[src/rtl/fork_type_pkg.sv]
`default_nettype none
// +--------------------------------------------------------------------+
// | fork_type_pkg : shared constants and helpers for the eager fork    |
// | Revision      : 1.0                                                |
// +--------------------------------------------------------------------+
package fork_type_pkg;

  localparam int unsigned FORK_SIZE_MIN = 2;

  // A channel no longer blocks the token once it took it or takes it now.
  function automatic logic branch_done(input logic sent, input logic ready);
    return sent | ready;
  endfunction

endpackage : fork_type_pkg
`default_nettype wire

[src/rtl/fork_branch.sv]
`default_nettype none
// +--------------------------------------------------------------------+
// | fork_branch : one output channel of fork_type (sent flag, valid    |
// |               gating, done term; optional FORK_OEHB_EN stage)      |
// | Revision    : 1.0                                                  |
// +--------------------------------------------------------------------+
module fork_branch
  import fork_type_pkg::*;
#(
  parameter int DATA_TYPE = 32
) (
  input  logic                 clk,
  input  logic                 rst,
  input  logic [DATA_TYPE-1:0] ins_i,
  input  logic                 ins_valid_i,
  input  logic                 complete_i,
  output logic [DATA_TYPE-1:0] outs_o,
  output logic                 outs_valid_o,
  input  logic                 outs_ready_i,
  output logic                 done_o
);

  logic sent_q;
  logic sent_d;
  logic w_sent;
  logic w_fork_valid;
  logic w_fork_ready;

  // Masking with rst makes the reset-time outputs independent of the flag.
  assign w_sent       = sent_q & rst;
  assign w_fork_valid = ins_valid_i & ~w_sent;
  assign done_o       = branch_done(w_sent, w_fork_ready);

  always_comb begin
    sent_d = sent_q | (w_fork_valid & w_fork_ready);
    if (complete_i) sent_d = 1'b0;
  end

  always_ff @(posedge clk) begin
    if (!rst) sent_q <= 1'b0;
    else      sent_q <= sent_d;
  end

`ifdef FORK_OEHB_EN
  logic                 valid_q;
  logic [DATA_TYPE-1:0] data_q;

  assign w_fork_ready = ~valid_q | outs_ready_i;

  always_ff @(posedge clk) begin
    if (!rst) begin
      valid_q <= 1'b0;
      data_q  <= '0;
    end else if (w_fork_ready) begin
      valid_q <= w_fork_valid;
      if (w_fork_valid) data_q <= ins_i;
    end
  end

  assign outs_o       = data_q;
  assign outs_valid_o = valid_q & rst;
`else
  assign w_fork_ready = outs_ready_i;
  assign outs_o       = ins_i;
  assign outs_valid_o = w_fork_valid;
`endif

endmodule : fork_branch
`default_nettype wire

[src/rtl/fork_type.sv]
`default_nettype none
// +--------------------------------------------------------------------+
// | fork_type : eager fork, one valid/ready token to SIZE channels.    |
// |             Define FORK_OEHB_EN for a registered output per lane.  |
// | Revision  : 1.0                                                    |
// +--------------------------------------------------------------------+
module fork_type
  import fork_type_pkg::*;
#(
  parameter int SIZE      = 2,
  parameter int DATA_TYPE = 32
) (
  input  logic                      clk,
  input  logic                      rst,
  input  logic [DATA_TYPE-1:0]      ins,
  input  logic                      ins_valid,
  output logic                      ins_ready,
  output logic [SIZE*DATA_TYPE-1:0] outs,
  output logic [SIZE-1:0]           outs_valid,
  input  logic [SIZE-1:0]           outs_ready
);

  logic [SIZE-1:0] w_done;
  logic            w_complete;

  assign ins_ready  = &w_done;
  assign w_complete = ins_valid & ins_ready;

  for (genvar i = 0; i < SIZE; i++) begin : g_branch
    fork_branch #(
      .DATA_TYPE (DATA_TYPE)
    ) u_branch (
      .clk          (clk),
      .rst          (rst),
      .ins_i        (ins),
      .ins_valid_i  (ins_valid),
      .complete_i   (w_complete),
      .outs_o       (outs[i*DATA_TYPE +: DATA_TYPE]),
      .outs_valid_o (outs_valid[i]),
      .outs_ready_i (outs_ready[i]),
      .done_o       (w_done[i])
    );
  end

endmodule : fork_type
`default_nettype wire

[config.mk]
export PLATFORM = sky130hd
export DESIGN_NAME = fork_type
export DESIGN_NICKNAME = d
export VERILOG_FILES = /design/src/rtl/fork_type_pkg.sv /design/src/rtl/fork_branch.sv /design/src/rtl/fork_type.sv
export SDC_FILE = /design/constraint.sdc
export NUM_CORES = 1
export LEC_CHECK = 0
export BUFFER_PORTS_ARGS = -buffer_cell sky130_fd_sc_hd__buf_2
export CAP_MARGIN = 20
export CORE_ASPECT_RATIO = 0.75
export CORE_MARGIN = 8
export CORE_UTILIZATION = 29
export DETAILED_ROUTE_END_ITERATION = 7
export PLACE_DENSITY = 0.86
export SYNTH_ARGS = -nofsm -noshare
export SYNTH_HDL_FRONTEND = slang
export SYNTH_HIERARCHICAL = 1
export SYNTH_SLANG_ARGS = --single-unit
export TNS_END_PERCENT = 100
[constraint.sdc]
create_clock -name clk -period 1.7 [get_ports clk]
set_input_delay 0.17 -clock clk [delete_from_list [all_inputs] [get_ports clk]]
set_output_delay 0.17 -clock clk [all_outputs]
set_load 0.01 [all_outputs]
== After elaboration in Yosys (flattened, before gate mapping) ==
Cells that the tools add are included.
Operators by class
  bitwise gates (word level): 14
  reduce and logical (&&, ||, !) cells: 2
Operator list (count)
  $and 1x1->1: 7
  $or 1x1->1: 4
  $not 1->1: 3
  $reduce_and 2->1: 1
  $reduce_or 2->1: 1
Word-level totals
  register bits: 2
  input port bits: 37
  output and inout bits: 67
  word-level logic and storage cells: 18

== Logic depth before layout (Yosys ltp) ==
  word-level depth: 5
  gate-level depth with buffers: 3
  gate-level depth less buffers: 3

== By module ==
The synthesis kept the hierarchy.
By module, submodules not included
  fork_branch: times used 2, cells an instance 37, area an instance 294.0 um^2
  fork_type: times used 1, cells an instance 2, area an instance 12.5 um^2

== Worst setup path before layout ==
No wires, ideal clock.
  kind: flip-flop to flip-flop
  start: register g_branch[0].u_branch.sent_q
  end: register g_branch[0].u_branch.sent_q
  data arrival time: 0.827 ns
  required time: 1.628 ns
  path slack: 0.801 ns
  cell stages (with the launch flop): 4
  buffers on the path: 0
  path through: dfxtp_1 > a21o_2 > and3_1 > nor3b_2
On the way
  word-level cells in the longest chain between the ends: 5
Ends and longest elaborated chain
  start, declared: line fork_branch.sv:23  | logic sent_q;
  start signal, assigned: line fork_branch.sv:41  | else sent_q <= sent_d;
  $and 1x1->1: line fork_branch.sv:30  | assign w_sent = sent_q & rst;
  $or 1x1->1: line fork_type_pkg.sv:12  | return sent | ready;
  via w_done[0]: line fork_type.sv:23  | logic [SIZE-1:0] w_done;
  $reduce_and 2->1: line fork_type.sv:26  | assign ins_ready = &w_done;
  $and 1x1->1: line fork_type.sv:27  | assign w_complete = ins_valid & ins_ready;
  via w_complete: line fork_type.sv:24  | logic w_complete;
  $reduce_or 2->1 (no line)
The timed path passes the listed nets, and every way through them passes these cells.
A chain may end at the register's enable or synchronous reset.

== Worst setup path after layout ==
  start: register g_branch[0].u_branch.sent_q
  end: output port ins_ready
On the way
  word-level cells in the longest chain between the ends: 3
Ends and longest elaborated chain
  $and 1x1->1: line fork_branch.sv:30
  $or 1x1->1: line fork_type_pkg.sv:12
  via w_done[0]: line fork_type.sv:23
  $reduce_and 2->1: line fork_type.sv:26
  end, declared: line fork_type.sv:17  | output logic ins_ready,
The timed path passes the listed nets, and every way through them passes these cells.

==> flow_summary.json <==
{
  "outcome": "complete, no violations",
  "clockBufferDepth": 2,
  "timing.hold.ws_ns": 0.263,
  "p_sw_frac": 0.220,
  "start_kind": "flop",
  "yosys_warnings": 6,
  "relSlewSlack": 0.884,
  "synth_mux_area_frac": 0,
  "top_register": "g_branch.u_branch/sent_q",
  "initial_core_util": 0.303,
  "post_cts_buffers": 0,
  "end_kind": "primary output",
  "ctsResizeCount": 0,
  "synth_area_um2": 601,
  "std_cell_rows": 14,
  "grt_pass1_vias": 210,
  "max_freq_mhz": 843,
  "wl_per_cell_um": 14.5,
  "insertion_delay_ns": 0.22,
  "nets": 61,
  "vias": 169,
  "synth-simple-area-share": 0.0625,
  "layout-drive-gt1-share": 0.636,
  "hold_violations": 0,
  "die_w_um": 68.5,
  "syn_nets": 113,
  "clkTransAtPathRegs_ns": 0.03,
  "num_antenna_cells": 0,
  "detail-route-antenna-nets": 0,
  "slew_violations": 0,
  "power_density_mw_per_mm2": 888,
  "die_y_um": 55.4,
  "p_seq_frac": 0.286,
  "dp_hpwl_um": 538,
  "rrSetupSlack_ns": 0.76,
  "internal_power_uw": 144,
  "worst_slack_ns": 0.514,
  "antenna_found_initial": 0,
  "power.switching_uw": 40.7,
  "cap_violations": 0,
  "ioPinCount": 104,
  "core_region_area_mm2": 0.00198,
  "tightest_slew_ns": 0.174,
  "crit_type": "flop to primary output",
  "die_area_mm2": 0.00380,
  "hold_depth": 2,
  "reg_top3": "g_branch.u_branch/sent_q: 2 flops",
  "rr_worst_depth": 3,
  "synth_top_family_by_area": "buffers and inverters",
  "worstPathMaxFanout": 3,
  "setup_violations": 0,
  "synth-compound-area-share": 0.0708,
  "synth_cells": 76,
  "hp-start": "rst",
  "ys_ff_latch": 2,
  "htree_levels": 1,
  "clock-sinks": 2,
  "grt_pass1_wl_um": 1030,
  "placed_cells": 43,
  "rsz0062_at_grt": "no",
  "root_buffer": "clkbuf_4",
  "largest_reg_flops": 2,
  "crit_required_ns": 1.53,
  "grt.total_usage": 0.0371,
  "worstPathArrival_ns": 1.02,
  "synth_xor_xnor_area_share": 0,
  "synth.avg_cell_area_um2": 7.90,
  "area_growth_pct": -65.4,
  "leakage_nw": 0.0928,
  "netlist-cell-type-count": 8,
  "portBuffers": 7,
  "cts_inserted_buffers": 3,
  "synthAdderAreaFrac": 0,
  "grt_max_degree": 7,
  "drt_first_pass_iters": 2,
  "finalSetupTns_ns": 0,
  "gp_congestion": 0.717,
  "vias_per_cell": 3.67,
  "reg2reg_from": "g_branch[0].u_branch/sent_q",
  "postCtsHoldBufs": 0,
  "drc": 0,
  "synth-seq-area-share": 0.0667,
  "instances_no_fill": 46,
  "drtIter0Drc": 1,
  "overflow": 0,
  "period_share": 0.697,
  "p_comb_frac": 0.161,
  "cts_tree": "done",
  "clockPowerShare": 0.553,
  "wl_um": 667,
  "finalClockSkew_ns": 0.00185,
  "max-vdd-ir-drop_v": 0.000351,
  "place_ws_ns": 0.747,
  "critPathLaunch": "g_branch[0].u_branch/sent_q",
  "hold_class": "input pin to flop",
  "period_minus_slack_ns": 1.19
}
==> logic make-up after synthesis <==
logic type	Yosys count
AO/OA/AOI/OAI	6
flip-flops	2
buffers and inverters	64
AND/OR/NAND/NOR	4
==> through the flow <==
| stage | power, mW | cell area (um2) | util |
|---|---|---|---|
| 2_1_floorplan | 0.225 | 601 | - |
| 3_3_place_gp | 0.0824 | 185 | 0.0936 |
| 3_5_place_dp | 0.0833 | 185 | 0.0936 |
| 4_1_cts | 0.192 | 208 | 0.105 |
| 5_1_grt | 0.203 | 208 | 0.105 |
| 6_report | 0.185 | 208 | 0.105 |
==> critical path, cell delays in order, from the launching register on <==
cell and delay (ns):
dfxtp_1 0.31, a21o_2 0.21, and2_1 0.14, buf_2 0.13
==> cell usage after synthesis, drive strengths merged <==
cell type	number	share of area
buf	64	0.80
and2	1	0.010
dfxtp	2	0.067
a21oi	2	0.017
a21o	2	0.029
nor3b	2	0.042
and3	1	0.010
a21boi	2	0.025
==> worst paths after layout <==
path | endpoint
max | ins_ready
max reg2reg | g_branch[1].u_branch/sent_q
min | g_branch[0].u_branch/sent_q
min reg2reg | g_branch[0].u_branch/sent_q
==> power by group through the flow <==
stage               Clock (mW)  Sequential, mW  Combinational (mW)
detailed placement           0          0.0533              0.0300
finish                   0.102          0.0528              0.0297
global route             0.116          0.0533              0.0334
floorplan                    0          0.0527               0.172
global placement             0          0.0531              0.0293
CTS                      0.109          0.0528              0.0301
==> routing by layer <==
layer / global-route usage / wire [um] / vias to the layer above
met2: 0.0318 / 293 / 39
li1: - / - / 66
met5: 0 / 0 / -
met1: 0.0206 / 132 / 64
met3: 0.0724 / 241 / 0
met4: 0.0466 / 0 / 0
==> layout make-up <==
cell class / instances / area, um2
Timing Repair Buffer: 7 / 35.0
Multi-Input combinational cell: 10 / 80.1
Sequential cell: 2 / 40.0
Tap cell: 24 / 30.0
Clock buffer: 3 / 22.5
Fill cell: 225 / 1770
==> placed cells by master, fill, tap and decap left out <==
cell,n
buf_2,7
and2_1,1
a21o_2,2
clkbuf_4,3
a21boi_0,2
dfxtp_1,2
a21oi_1,2
and3_1,1
nor3b_2,2
(Power assumes the default switching activity.)
